[src/rtl/rf_write_arbiter_pkg.sv]
// Shared types and constants for the register-file write-port arbiter.
// Default geometry is a 32x32 register file with x0 hard-wired to the clear value.
package rf_write_arbiter_pkg;

  localparam int ADDR_W = 5;
  localparam int DATA_W = 32;
  localparam int NREG   = 32;

  localparam logic [DATA_W-1:0] CLR_VAL  = '0;
  localparam logic [ADDR_W-1:0] REG_ZERO = '0;

  typedef enum logic {
    INIT = 1'b0,
    RUN  = 1'b1
  } state_t;

endpackage

[src/rtl/rf_rr_arb2.sv]
// Two-way round-robin grant logic; purely combinational, priority flop lives in the parent.
// prio=0 favours requester 0 when both are valid, prio=1 favours requester 1.
module rf_rr_arb2 (
  input  logic i_valid0,
  input  logic i_valid1,
  input  logic i_prio,
  input  logic i_en,
  output logic o_grant0,
  output logic o_grant1
);

  assign o_grant0 = i_en & i_valid0 & (~i_valid1 | ~i_prio);
  assign o_grant1 = i_en & i_valid1 & (~i_valid0 |  i_prio);

endmodule

[src/rtl/rf_write_arbiter.sv]
// Owns the register-file write port: clears every register after reset or clr_start,
// then shares the port between two requesters with round-robin arbitration.
//
// Handshake: a requester holds valid with stable addr/data until it sees ready; a write
// is accepted on any rising edge where valid & ready, and reaches rf_* one cycle later.
module rf_write_arbiter #(
  parameter int                   ADDR_W  = rf_write_arbiter_pkg::ADDR_W,
  parameter int                   DATA_W  = rf_write_arbiter_pkg::DATA_W,
  parameter int                   NREG    = rf_write_arbiter_pkg::NREG,
  parameter logic [DATA_W-1:0]    CLR_VAL = rf_write_arbiter_pkg::CLR_VAL
) (
  input  logic                          clk,
  input  logic                          rst,
  input  logic                          clr_start,
  input  logic                          req0_valid,
  input  logic [ADDR_W-1:0]             req0_addr,
  input  logic [DATA_W-1:0]             req0_data,
  output logic                          req0_ready,
  input  logic                          req1_valid,
  input  logic [ADDR_W-1:0]             req1_addr,
  input  logic [DATA_W-1:0]             req1_data,
  output logic                          req1_ready,
  output logic                          rf_we,
  output logic [ADDR_W-1:0]             rf_wa,
  output logic [DATA_W-1:0]             rf_wd,
  output logic                          init_done,
  output rf_write_arbiter_pkg::state_t  o_dbg_state
);

  import rf_write_arbiter_pkg::*;

  localparam logic [ADDR_W-1:0] LAST_REG  = ADDR_W'(NREG - 1);
  localparam logic [ADDR_W-1:0] ZERO_ADDR = ADDR_W'(REG_ZERO);

  state_t              r_state;
  logic [ADDR_W-1:0]   r_clr_cnt;
  logic                r_prio;
  logic                r_we;
  logic [ADDR_W-1:0]   r_wa;
  logic [DATA_W-1:0]   r_wd;
  logic                r_init_done;

  logic                w_arb_en;
  logic                w_grant0;
  logic                w_grant1;

  // clr_start beats any pending request in the cycle it is seen.
  assign w_arb_en = (r_state == RUN) & ~clr_start;

  rf_rr_arb2 u_arb (
    .i_valid0 (req0_valid),
    .i_valid1 (req1_valid),
    .i_prio   (r_prio),
    .i_en     (w_arb_en),
    .o_grant0 (w_grant0),
    .o_grant1 (w_grant1)
  );

  always_ff @(posedge clk) begin
    if (rst) begin
      r_state     <= INIT;
      r_clr_cnt   <= '0;
      r_prio      <= 1'b0;
      r_we        <= 1'b0;
      r_wa        <= '0;
      r_wd        <= '0;
      r_init_done <= 1'b0;
    end else begin
      case (r_state)
        INIT: begin
          r_we <= 1'b1;
          r_wa <= r_clr_cnt;
          r_wd <= CLR_VAL;
          if (r_clr_cnt == LAST_REG) begin
            r_state     <= RUN;
            r_init_done <= 1'b1;
            r_clr_cnt   <= '0;
          end else begin
            r_clr_cnt <= r_clr_cnt + 1'b1;
          end
        end
        RUN: begin
          if (clr_start) begin
            r_state     <= INIT;
            r_clr_cnt   <= '0;
            r_init_done <= 1'b0;
            r_we        <= 1'b0;
          end else if (w_grant0) begin
            // x0 writes complete the handshake but never reach the register file.
            r_we   <= (req0_addr != ZERO_ADDR);
            r_wa   <= req0_addr;
            r_wd   <= req0_data;
            r_prio <= 1'b1;
          end else if (w_grant1) begin
            r_we   <= (req1_addr != ZERO_ADDR);
            r_wa   <= req1_addr;
            r_wd   <= req1_data;
            r_prio <= 1'b0;
          end else begin
            r_we <= 1'b0;
          end
        end
        default: r_state <= INIT;
      endcase
    end
  end

  assign req0_ready  = w_grant0;
  assign req1_ready  = w_grant1;
  assign rf_we       = r_we;
  assign rf_wa       = r_wa;
  assign rf_wd       = r_wd;
  assign init_done   = r_init_done;
  assign o_dbg_state = r_state;

endmodule
[config.mk]
export PLATFORM = sky130hd
export DESIGN_NAME = rf_write_arbiter
export DESIGN_NICKNAME = d
export VERILOG_FILES = /design/src/rtl/rf_write_arbiter_pkg.sv /design/src/rtl/rf_rr_arb2.sv /design/src/rtl/rf_write_arbiter.sv
export SDC_FILE = /design/constraint.sdc
export NUM_CORES = 1
export LEC_CHECK = 0
export CAP_MARGIN = 20
export CORE_ASPECT_RATIO = 1.25
export CORE_UTILIZATION = 37
export CTS_CLUSTER_SIZE = 28
export DETAILED_ROUTE_END_ITERATION = 8
export GPL_TIMING_DRIVEN = 0
export HOLD_SLACK_MARGIN = 0.02
export PLACE_DENSITY = 0.77
export REMOVE_ABC_BUFFERS = 1
export SLEW_MARGIN = 20
export SYNTH_ARGS = -nofsm -noshare
export SYNTH_HDL_FRONTEND = slang
export SYNTH_HIERARCHICAL = 1
export SYNTH_SLANG_ARGS = --single-unit
[constraint.sdc]
create_clock -name clk -period 1.86 [get_ports clk]
set_input_delay 0.372 -clock clk [delete_from_list [all_inputs] [get_ports clk]]
set_output_delay 0.372 -clock clk [all_outputs]
set_load 0.02 [all_outputs]
==> results by group <==
STA
  – Setup WS post-layout: between 0.06 and 0.07 ns
  – Tmin final: 1.79 ns
  – Max-slew violations: 0
  – Slew @ Worst Pin: 0.567 ns
  – RSZ-0062 raised after global routing: false
  – Clock Skew: 0.00852 ns
  – Hold WS: approximately 0.45 ns
  – Final Hold Viols: 0
  – Period utilisation layout: 96.3%
  – Worst rel slew slack: 62.2%
  – Final setup fails: 0
  – Max Freq: around 560 MHz

Yosys
  – Sequential area share after synthesis: 37.1%
  – Synth Area per Inst: between 8 and 9 um2
  – Yosys reg bits: 46
  – Synth Instances: 301
  – Synth warn: 6
  – Cell Area, Synth: 2480 um2
  – Post-synth EDFFs: 0
  – Dominant cells by area after synthesis: dfxtp_1, nand3b_1, a21o_1
  – Synth Flop Type: dfxtp_1
  – Cell variety after synth: 33
  – Largest area contributor in the netlist: dfxtp_1
  – FFs w/ async S/R, synth: 0%
  – Top-area cell type share of the netlist area: 37.1%

Clock network
  – CTS tree: done
  – Clock Tree Buf Depth: 2
  – Clk_lat worst skew: 0.29 ns
  – CTS buffer count: 5
  – Clock Tree Root: clkbuf_8
  – CTS clk-pin slew, worst paths: approximately 0.090 ns
  – Clk sinks: 46
  – CTS H-tree depth: 2

Pwr
  – PwrDens: 472 nW/um2
  – Leakage: roughly 0.0014 uW
  – Max IR drop VDD: 0.388 mV

Final layout
  – Seq. cell area: 925 um2
  – Ant diodes: 0
  – Final #Nets: 516
  – FILL cells: 595
  – Util after Layout: 65.0%
  – Final instance count without filler cells: roughly 520
  – Multi-input gate area: around 1500 um2
  – Layout area overhead: 70.7%
  – Share of layout cells above drive strength 1: 14.9%

Critical path
  – Crit-path cells: nand2b_4 -> inv_4 -> nand2_4 -> a21oi_4 -> buf_8 -> or4b_4 -> nor3_4 -> o32ai_2
  – CP required: 2.01 ns
  – CP max-delay cell: or4b_4
  – Crit Path Category: reg2reg
  – Reg2Reg Setup Slack: 0.07 ns
  – CP bufs+invs: 2
  – WP data arrival: 1.94 ns
  – Cell family with most CP delay: simple AND/OR/NAND/NOR gates
  – Kind of end point of the critical path: register
  – Crit Path Max Fanout: 5
  – CP Launch Type: register
  – Largest stage delay, worst path: 0.47 ns

Global route
  – Number of global-route vias before repair: 2566
  – Overall routing resource usage: between 20 and 25%
  – Initial antenna violation count: 0
  – First-pass GRT wire length: 12700 um
  – Largest net degree at the start of global routing: 28
  – GR Overflow Total: 0

Die
  – Core area: 6520 um2
  – Row count: 33
  – DIE WIDTH: 75.3 um
  – Total I/O pin count: between 100 and 150
  – Initial Utilization: 38.1%
  – Die height: 93.6 um
  – Die ar.: 7050 um2

Placed design
  – Gpl congestion: 0.784
  – PortBufs: 120
  – Placed insts: 484
  – Hpwl dp: 5070 um
  – Worst slack, placed: -1.53 ns

Flow run
  – Max Cap Viol: 0

Routing
  – Via Count: 2720
  – Routed vias/inst: 5.21
  – First-pass iteration count of the detailed router: 4
  – Post-route DRC violation count: 0
  – ANT nets after route: 0
  – Avg WL per Cell: 16.1 um
  – Post-Route WL: 8390 um
  – 1st-iter DRT viols: 97

Min path
  – Hold WC Path Type: in2reg

Outcome
  – Status: finished clean
==> where the power goes <==
part | total [uW] | internal, uW | switching (uW)
clock | 755 | 430 | 325
combinational | 244 | 173 | 71.6
sequential | 1000 | 993 | 10.4
==> cell usage after synthesis, types with 3 or more instances <==
| cell type | instances |
|---|---|
| mux2i_1 | 5 |
| buf_2 | 15 |
| a21oi_1 | 40 |
| nor2_1 | 3 |
| nor3_1 | 3 |
| dfxtp_1 | 46 |
| buf_6 | 5 |
| buf_1 | 3 |
| nand2b_1 | 9 |
| a21o_1 | 32 |
| nand3b_1 | 35 |
| mux2_2 | 5 |
| nand2_1 | 37 |
| o22ai_1 | 5 |
| inv_1 | 3 |
| buf_4 | 3 |
| nand3_1 | 33 |
==> flip-flops by register name, summed over array words and instances, names as in the netlist <==
name,count
rf_wa,5
r_clr_cnt,5
o_dbg_state,1
r_prio,1
init_done,1
rf_we,1
rf_wd,32
==> metrics by stage <==
stage / total power, uW / instance area, um2 / TNS, ns
floorplan: 1060 / 2290 / -168.27
global placement: 1250 / 3600 / -270.05
detailed placement: 1270 / 3780 / -54.65
CTS: 2020 / 4200 / -0.00158
global route: 2080 / 4240 / 0
finish: 2000 / 4240 / 0
==> worst paths after layout <==
path,from,end,cells after the start
max,o_dbg_state,rf_we,8
max reg2reg,o_dbg_state,rf_we,8
min,clr_start,r_clr_cnt[4],3
min reg2reg,rf_wd[1],rf_wd[1],2
==> logic make-up after synthesis <==
logic type | synth area share (%)
AOI/OAI and AO/OA | 21.2
adders and majority gates | 1.01
buffers and inverters | 8.16
DFF | 37.1
muxes | 4.28
and+or+nand+nor | 28.3
==> layout make-up <==
class,instances,share of cell area [%]
Tap cell,87,2.57
Sequential cell,46,21.8
Inverter,3,0.324
Clock buffer,6,1.95
Multi-Input combinational cell,224,34.3
Timing Repair Buffer,155,38.4
Clock inverter,1,0.708
==> worst reg2reg max path, cell delays in order, from the launching register on <==
cell and delay [ns]:
dfxtp_4 0.38, nand2b_4 0.07, inv_4 0.08, nand2_4 0.06, a21oi_4 0.18, buf_8 0.15, or4b_4 0.47, nor3_4 0.15
o32ai_2 0.10
==> cell usage in the layout (no fill, tap or decap), types with 3 or more instances in the layout <==
cell type / synthesis / layout
nand3b_1: 35 / 35
nor3_1: 3 / 3
nand2_1: 37 / 36
buf_16: 0 / 3
mux2_2: 5 / 5
a21o_1: 32 / 32
o22ai_1: 5 / 5
buf_6: 5 / 4
nand3_1: 33 / 33
buf_12: 0 / 3
a21oi_1: 40 / 38
buf_2: 15 / 3
clkbuf_8: 1 / 6
dfxtp_1: 46 / 45
dlygate4sd2_1: 0 / 3
clkdlybuf4s50_1: 0 / 113
buf_4: 3 / 21
buf_8: 0 / 3
nand2b_1: 9 / 8
mux2i_1: 5 / 5
==> what timing repair did <==
item                       in CTS  in global routing
setup endpoints to repair      42                 28
pin swaps                       4                  6
hold buffers                    0                  0
buffers inserted               24                  5
cloned                          4                  0
gates resized for setup        29                 12
==> metal layers <==
metal / GRT usage, % / vias up / routed length, um
met5: 0 / - / 0
met4: 6.17 / 0 / 143
met1: 27.1 / 1280 / 3400
met2: 44.6 / 95 / 4360
met3: 4.96 / 12 / 483
li1: - / 1333 / -
(Power assumes the default switching activity.)
